<file path="config.mk">
export PLATFORM = sky130hd
export DESIGN_NAME = matmul_mac_engine_flat
export DESIGN_NICKNAME = d
export VERILOG_FILES = /design/src/rtl/matmul_pkg.sv /design/src/rtl/matmul_mac_engine_if.sv /design/src/rtl/mac_cell.sv /design/src/rtl/matmul_mac_engine.sv /design/src/flat_wrapper.sv
export SDC_FILE = /design/constraint.sdc
export NUM_CORES = 1
export LEC_CHECK = 0
export CAP_MARGIN = 20
export CORE_ASPECT_RATIO = 1.1
export CORE_MARGIN = 2
export CORE_UTILIZATION = 45
export CTS_CLUSTER_DIAMETER = 150
export DETAILED_ROUTE_END_ITERATION = 8
export PLACE_DENSITY = 0.74
export SLEW_MARGIN = 40
export SYNTH_ARGS = -nofsm -noshare
export SYNTH_HDL_FRONTEND = slang
export SYNTH_SLANG_ARGS = --single-unit
</file>
<file path="constraint.sdc">
create_clock -name clk -period 15.55 [get_ports clk]
set_input_delay 3.11 -clock clk [delete_from_list [all_inputs] [get_ports clk]]
set_output_delay 3.11 -clock clk [all_outputs]
set_load 0.005 [all_outputs]
</file>
<file path="src/rtl/matmul_pkg.sv">
// Shared types and helpers for the 2x2 matrix-multiply MAC engine.
package matmul_pkg;

    localparam int unsigned W_DEF  = 8;
    localparam int unsigned AW_DEF = 2 * W_DEF + 1;

    typedef enum logic [1:0] {
        StIdle,
        StRun,
        StDone
    } state_e;

    typedef struct packed {
        logic r;
        logic c;
        logic j;
    } step_t;

    // Step code k selects C[k[2]][k[1]] += A[k[2]][k[0]] * B[k[0]][k[1]].
    function automatic step_t decode_step(input logic [2:0] k);
        step_t s;
        s.r = k[2];
        s.c = k[1];
        s.j = k[0];
        return s;
    endfunction

    function automatic logic [1:0] elem_idx(input logic r, input logic c);
        return {r, c};
    endfunction

endpackage

</file>
<file path="src/rtl/matmul_mac_engine_if.sv">
// Operand/step/result bundle between the step source and the MAC engine.
interface matmul_mac_engine_if #(
    parameter int unsigned W = matmul_pkg::W_DEF
);
    localparam int unsigned AW = 2 * W + 1;

    logic            load;
    logic [4*W-1:0]  a_flat;
    logic [4*W-1:0]  b_flat;
    logic            ce;
    logic [2:0]      step;
    logic [4*AW-1:0] c_flat;
    logic            done;
    logic            err;

    modport master (
        output load, a_flat, b_flat, ce, step,
        input  c_flat, done, err
    );

    modport slave (
        input  load, a_flat, b_flat, ce, step,
        output c_flat, done, err
    );

endinterface

</file>
<file path="src/rtl/mac_cell.sv">
// One C element: clearable unsigned multiply-accumulate register.
module mac_cell #(
    parameter int unsigned W = 8
) (
    input  logic         clk,
    input  logic         mr,
    input  logic         clr,
    input  logic         en,
    input  logic [W-1:0] op_a,
    input  logic [W-1:0] op_b,
    output logic [2*W:0] acc
);

    logic [2*W-1:0] prod;

    always_comb begin
        prod = (2 * W)'(op_a) * (2 * W)'(op_b);
    end

    always_ff @(posedge clk or negedge mr) begin
        if (!mr) begin
            acc <= '0;
        end else if (clr) begin
            acc <= '0;
        end else if (en) begin
            acc <= acc + (2 * W + 1)'(prod);
        end
    end

endmodule

</file>
<file path="src/rtl/matmul_mac_engine.sv">
// 2x2 matrix-multiply engine: one product term per enabled step code, done once all 8 are in.
module matmul_mac_engine
    import matmul_pkg::*;
#(
    parameter int unsigned W = W_DEF
) (
    input logic               clk,
    input logic               mr,
    matmul_mac_engine_if.slave bus
);

    state_e         state_q;
    logic [4*W-1:0] a_q;
    logic [4*W-1:0] b_q;
    logic [7:0]     mask_q;
    logic [7:0]     mask_next;
    logic           err_q;
    logic           done_q;

    logic [W-1:0]   a_el [4];
    logic [W-1:0]   b_el [4];
    logic [2*W:0]   acc  [4];

    step_t          sd;
    logic [1:0]     cell_idx;
    logic [W-1:0]   a_sel;
    logic [W-1:0]   b_sel;
    logic           accept;

    for (genvar i = 0; i < 4; i++) begin : g_unpack
        assign a_el[i] = a_q[i*W +: W];
        assign b_el[i] = b_q[i*W +: W];
    end

    // A load in the same cycle as ce always wins, so the step never reaches a cell.
    always_comb begin
        sd        = decode_step(bus.step);
        cell_idx  = elem_idx(sd.r, sd.c);
        a_sel     = a_el[elem_idx(sd.r, sd.j)];
        b_sel     = b_el[elem_idx(sd.j, sd.c)];
        mask_next = mask_q | (8'b1 << bus.step);
        accept    = (state_q == StRun) && bus.ce && !bus.load && !mask_q[bus.step];
    end

    for (genvar i = 0; i < 4; i++) begin : g_cell
        mac_cell #(
            .W(W)
        ) u_cell (
            .clk (clk),
            .mr  (mr),
            .clr (bus.load),
            .en  (accept && (cell_idx == 2'(i))),
            .op_a(a_sel),
            .op_b(b_sel),
            .acc (acc[i])
        );
    end

    always_ff @(posedge clk or negedge mr) begin
        if (!mr) begin
            state_q <= StIdle;
            a_q     <= '0;
            b_q     <= '0;
            mask_q  <= '0;
            err_q   <= 1'b0;
            done_q  <= 1'b0;
        end else if (bus.load) begin
            state_q <= StRun;
            a_q     <= bus.a_flat;
            b_q     <= bus.b_flat;
            mask_q  <= '0;
            err_q   <= 1'b0;
            done_q  <= 1'b0;
        end else begin
            case (state_q)
                StRun: begin
                    if (bus.ce) begin
                        if (mask_q[bus.step]) begin
                            err_q <= 1'b1;
                        end else begin
                            mask_q <= mask_next;
                            if (&mask_next) begin
                                state_q <= StDone;
                                done_q  <= 1'b1;
                            end
                        end
                    end
                end
                default: ;
            endcase
        end
    end

    assign bus.c_flat = {acc[3], acc[2], acc[1], acc[0]};
    assign bus.done   = done_q;
    assign bus.err    = err_q;

endmodule

</file>
<file path="src/flat_wrapper.sv">
// flat-port wrapper written by rule: the top's interface ports become plain ports
module matmul_mac_engine_flat import matmul_pkg::*;
#(
    parameter int unsigned W = W_DEF
)
  (clk, mr, bus_load, bus_a_flat, bus_b_flat, bus_ce, bus_step, bus_c_flat, bus_done, bus_err);
  matmul_mac_engine_if #(.W(W)) bus_i ();
  input logic clk;
  input logic mr;
  input wire logic [$bits(bus_i.load)-1:0] bus_load;
  input wire logic [$bits(bus_i.a_flat)-1:0] bus_a_flat;
  input wire logic [$bits(bus_i.b_flat)-1:0] bus_b_flat;
  input wire logic [$bits(bus_i.ce)-1:0] bus_ce;
  input wire logic [$bits(bus_i.step)-1:0] bus_step;
  output wire logic [$bits(bus_i.c_flat)-1:0] bus_c_flat;
  output wire logic [$bits(bus_i.done)-1:0] bus_done;
  output wire logic [$bits(bus_i.err)-1:0] bus_err;
  assign bus_i.load = bus_load;
  assign bus_i.a_flat = bus_a_flat;
  assign bus_i.b_flat = bus_b_flat;
  assign bus_i.ce = bus_ce;
  assign bus_i.step = bus_step;
  assign bus_c_flat = bus_i.c_flat;
  assign bus_done = bus_i.done;
  assign bus_err = bus_i.err;
  matmul_mac_engine #(.W(W)) u_core (.clk(clk), .mr(mr), .bus(bus_i));
endmodule
</file>
==> results of run 1 <==
-- tightest hold or removal path, cell delays in order, from the launching register on --
cell and delay (ps):
dfrtp_1 340, nand2_1 50, nand2_1 60
-- cells in the mapped netlist, drive strengths merged, types with 5 or more instances --
cell type | instances | share of area
nand2 | 121 | 0.041
o21a | 7 | 0.0048
nor2b | 12 | 0.0068
nor2 | 55 | 0.019
o31ai | 7 | 0.0048
nand4 | 9 | 0.0051
buf | 18 | 0.010
o211ai | 8 | 0.0055
o21ai | 30 | 0.014
or3 | 8 | 0.0046
or4 | 5 | 0.0034
dfrtp | 143 | 0.33
a211oi | 16 | 0.011
xor2 | 10 | 0.0080
a21o | 24 | 0.016
fa | 40 | 0.073
and3 | 11 | 0.0063
nand3b | 7 | 0.0048
a21oi | 98 | 0.045
mux2 | 67 | 0.069
nor3 | 20 | 0.0096
xnor2 | 33 | 0.026
mux4 | 18 | 0.037
nand3 | 33 | 0.015
nand2b | 7 | 0.0040
a31oi | 6 | 0.0034
ha | 100 | 0.11
o21bai | 7 | 0.0048
clkbuf | 26 | 0.0089
and2 | 54 | 0.031
inv | 72 | 0.025
-- registers in the layout (all words and copies together) (netlist names) --
name / count
u_core.g_cell.u_cell.acc: 68
u_core.bus.err: 1
u_core.a_q: 32
u_core.b_q: 32
u_core.state_q: 2
u_core.mask_q: 8
-- routing by layer --
layer  global-route usage  vias to the layer above  part of all wire
met5                    0                        -                 0
met4               0.0958                        0             0.031
met3               0.0378                       48             0.055
met2                0.354                      263              0.47
met1                0.296                     4415              0.45
li1                     -                     4270                 -
-- final cells by class --
class / count / area [um^2]
sequential: 143 / 3580
multi-input combinational: 870 / 6960
inverter: 73 / 274
fill: 2078 / 10600
clock inverter: 15 / 144
timing repair buffer: 148 / 1470
tap: 305 / 382
clock buffer: 17 / 425
-- metrics by stage --
step	area [um^2]	util	worst slack, ps
after floorplan	11000	-	6110
after global placement	12600	0.529	5390
after detailed placement	12600	0.530	5150
after CTS	13200	0.554	5560
after global routing	13200	0.555	5230
final	13200	0.555	5520
-- worst paths after layout --
kind / to / slack (ps)
max: u_core.g_cell[2].u_cell.acc[16]$_DFFE_PN0P_ / 5520
min: u_core.state_q[0]$_DFFE_PN0P_ / 480
max reg2reg: u_core.g_cell[2].u_cell.acc[16]$_DFFE_PN0P_ / 8730
min reg2reg: u_core.state_q[0]$_DFFE_PN0P_ / 480
max in group asynchronous: u_core.b_q[15]$_DFFE_PN0P_ / 11580
min in group asynchronous: u_core.g_cell[3].u_cell.acc[16]$_DFFE_PN0P_ / 2720
-- cells by family after synthesis --
family | synth area share
mux | 0.106
simple gates | 0.164
buf+inv | 0.0439
fa+ha+maj | 0.187
compound gates | 0.140
flops | 0.326
xor+xnor | 0.0343
==> reports/metrics.yaml, run 1 <==
hold_ws_ps: 476
grt_pass1_wl_um: 45500
hold-path-cell-count: 2
cp_max_fo: 32
final_common_cell: "dfrtp_1"
first_global_vias: 9001
die_w_um: 153
syn-mean-instance-area_um2: 9.73
cts_resized: 0
hp-start: "u_core.state_q[0]$_DFFE_PN0P_"
status: "finished, final reports clean"
ant_nets: 0
synth_flop_cell: "dfrtp_1"
max_cap_violations: 0
row_count: 59
syn_area_mm2: 0.0110
initial_utilization: 0.461
post-place-cells: 1539
num_vias: 8996
fmax_mhz: 99.7
yosysUniqueCellTypes: 66
path_clk_slew_ps: 70
core_mm2: 0.0238
startpoint: "bus_step[0]"
n_antenna_cell: 0
final_cell_mix: "143 x dfrtp_1, 138 x clkdlybuf4s50_1, 120 x nand2_1"
cts-root-buf: "clkbuf_16"
cts_tree: "done"
grt_max_degree: 87
critPathKind: "input pin to flop"
timing.rr.start: "u_core.a_q[27]$_DFFE_PN0P_"
htree_levels: 4
cp_slowest_stage_delay_ps: 670
relSlewSlack: 0.412
wire_per_inst_um: 17.9
ff2ff_path_depth: 21
period_share: 0.645
rsz0062_at_grt: "false"
finalHoldViolCount: 0
layout.nets: 1464
layout-drive-gt1-share: 0.110
cts.sinks: 143
drc: 0
path_buf_inv: 4
io_pins: 141
drt_iter0_drc: 436
crit_family: "adder cells"
min_period_ps: 10030
setup.worst_path.start_class: "input pin"
hold_class: "flop to flop"
yosysWarnings: 0
drv_slew: 0
tightest_slew_ps: 878
ys_seq_elements: 143
firstDrtPassIters: 5
required_ps: 15870
cts_hold_buf: 0
place.gp.congestion: 0.927
portBuffers: 140
die_h_um: 168
setup_tns_ps: 0
fin_worst_skew_ps: 12.2
postCtsSetupRepairBufs: 0
hpwl_um: 20700
synthArstFlopShare: 1.00
syn2layout_area_growth_pct: 20.3
clk_latency_ps: 440
critical_path_depth: 23
final_cell_count_no_fill: 1571
cts_buffer_depth: 2
cp_cell_sequence: "clkdlybuf4s50_1, buf_4, mux4_2, and2_1, fa_1, inv_1, fa_1, fa_1, fa_1, inv_1, ha_1, a21oi_1, o21bai_1, a21oi_1, o21ai_0, xor2_1, ha_1, a21o_1, a21o_1, a21oi_1, o21ai_1, a41o_1, mux2_1"
synth_edf_count: 0
ys_seq_area_frac: 0.326
antenna_found_initial: 0
end_kind: "flop"
gr-total-overflow: 0
cts_made_buffers: 17
via_per_inst: 5.73
worstPathArrival_ps: 10350
synthCells: 1130
timing.critical_path.mode_cell: "fa_1"
setup_viol_count_final: 0
cpMaxStageDelayCell: "mux4_2"
wl_um: 28100
dieArea_mm2: 0.0257
grt_usage: 0.221
syn_nets: 1341
Power of run 1 is not shown: default switching activity piles up to over one toggle a cycle in this logic, so the estimate is an artifact.
==> run 2: changes to the inputs <==
==> constraint.sdc (replaced) <==
create_clock -name clk -period 9.7 [get_ports clk]
set_input_delay 1.94 -clock clk [delete_from_list [all_inputs] [get_ports clk]]
set_output_delay 1.94 -clock clk [all_outputs]
set_load 0.005 [all_outputs]
==> run 2 against run 1 <==
Net effect:
- flip-flop and latch count unchanged
- final cell count grew 0.45%
- core utilization grew 0.21 points
- register-to-register slack worse by 5700 ps
- cell area up 0.38%
- count of clock-buffer cells in the layout grew 1
- clock skew rose by 1.3 ps
- global-route usage about the same
- non-clock buffer count rose by 7
- critical endpoint unchanged
==> reports/metrics.yaml, run 2 (synthesized netlist as in run 1, its figures left out) <==
setup.worst_path.start_class: "input pin"
n_antenna_cell: 0
setup_viol_count_final: 0
fin_worst_skew_ps: 13.4
drv_slew: 0
largest_register_ffs: 68
cts_made_buffers: 17
drc: 0
antenna_found_initial: 0
row_count: 59
critical_path_depth: 22
fmax_mhz: 114
required_ps: 10020
final_cell_mix: "143 x dfrtp_1, 137 x clkdlybuf4s50_1, 120 x nand2_1"
rsz0062_at_grt: "false"
layout.nets: 1471
wl_met1_um: 12400
cts_resized: 0
end_kind: "flop"
regMostFlops: "u_core.g_cell.u_cell.acc"
cts.sinks: 143
io_pins: 141
drt_iter0_drc: 536
timing.critical_path.mode_cell: "fa_1"
cts-root-buf: "clkbuf_16"
relSlewSlack: 0.425
firstDrtPassIters: 5
grt_max_degree: 76
gr-total-overflow: 0
dieArea_mm2: 0.0257
die_w_um: 153
via_per_inst: 5.67
tightest_slew_ps: 852
cts_hold_buf: 0
cts_tree: "done"
wl_met2_um: 13700
cts_buffer_depth: 2
hpwl_um: 21100
min_period_ps: 8780
path_clk_slew_ps: 70
path_buf_inv: 3
num_vias: 8954
place.gp.congestion: 0.923
status: "finished, final reports clean"
clk_latency_ps: 430
cp_slowest_stage_delay_ps: 900
ff2ff_path_depth: 21
nFillCells: 2106
dpl_cell_area_mm2: 0.0127
final_common_cell: "dfrtp_1"
ant_nets: 0
period_share: 0.905
cp_cell_sequence: "clkdlybuf4s50_1, mux4_2, and2_1, fa_1, inv_1, fa_1, fa_1, fa_1, inv_1, ha_1, a21oi_1, o21bai_1, a21oi_1, o21ai_0, xor2_1, ha_1, a21o_1, a21o_1, a21oi_1, o21ai_1, a41o_1, mux2_1"
setup_tns_ps: 0
cp_max_fo: 10
hold_class: "flop to flop"
seqCellArea_mm2: 0.00358
postCtsSetupRepairBufs: 0
core_mm2: 0.0238
layout-drive-gt1-share: 0.114
syn2layout_area_growth_pct: 20.8
worstPathArrival_ps: 9090
finalHoldViolCount: 0
dr_wl_met3_um: 1750
hold-path-cell-count: 2
crit_family: "adder cells"
fin_area_mm2: 0.0133
wire_per_inst_um: 18.0
critPathKind: "input pin to flop"
portBuffers: 140
top_regs: "u_core.g_cell.u_cell.acc (68), u_core.a_q (32), u_core.b_q (32)"
cpMaxStageDelayCell: "clkdlybuf4s50_1"
first_global_vias: 8882
multi_input_area_mm2: 0.00694
max_cap_violations: 0
htree_levels: 4
highest-signal-layer: "met4"
initial_utilization: 0.461
grt_pass1_wl_um: 45600
wl_um: 28300
grt_usage: 0.221
die_h_um: 168
-- run 2: stage by stage --
step / setup WS (ps) / utilization / hold slack [ps] / cells
after CTS: 845 / 0.557 / 477 / 1578
after detailed placement: 385 / 0.532 / 461 / 1546
after floorplan: 1430 / - / 440 / 1130
final: 923 / 0.557 / 475 / 1578
after global placement: 599 / 0.531 / 455 / 1545
after global routing: 442 / 0.557 / 512 / 1578
-- run 2: final cells by class --
class                   count  share of cell area
inverters                  73              0.0206
clock buffers              18              0.0331
repair buffers            155               0.114
multi-input cells         870               0.523
flip-flops and latches    143               0.270
clock inverters            14              0.0110
well taps                 305              0.0287
-- run 2: worst min-delay path, delay by kind of cell, from the launching register on --
family	cells	cell delay, ps
flops	1	340
simple gates	2	100
-- run 2: worst paths after layout --
| kind | from | to | slack, ps |
|---|---|---|---|
| max reg2reg | u_core.a_q[27]$_DFFE_PN0P_ | u_core.g_cell[2].u_cell.acc[16]$_DFFE_PN0P_ | 3080 |
| max in group asynchronous | mr | u_core.b_q[12]$_DFFE_PN0P_ | 7060 |
| min in group asynchronous | mr | u_core.g_cell[3].u_cell.acc[16]$_DFFE_PN0P_ | 1520 |
| max | bus_step[0] | u_core.g_cell[2].u_cell.acc[16]$_DFFE_PN0P_ | 920 |
| min | u_core.state_q[0]$_DFFE_PN0P_ | u_core.state_q[0]$_DFFE_PN0P_ | 480 |
| min reg2reg | u_core.state_q[0]$_DFFE_PN0P_ | u_core.state_q[0]$_DFFE_PN0P_ | 480 |
-- run 2: per-layer routing --
layer	up-vias	track usage
met3	33	0.0412
met1	4361	0.293
li1	4295	-
met5	-	0
met4	0	0.0620
met2	265	0.372
Power of run 2 is left out for the same reason.
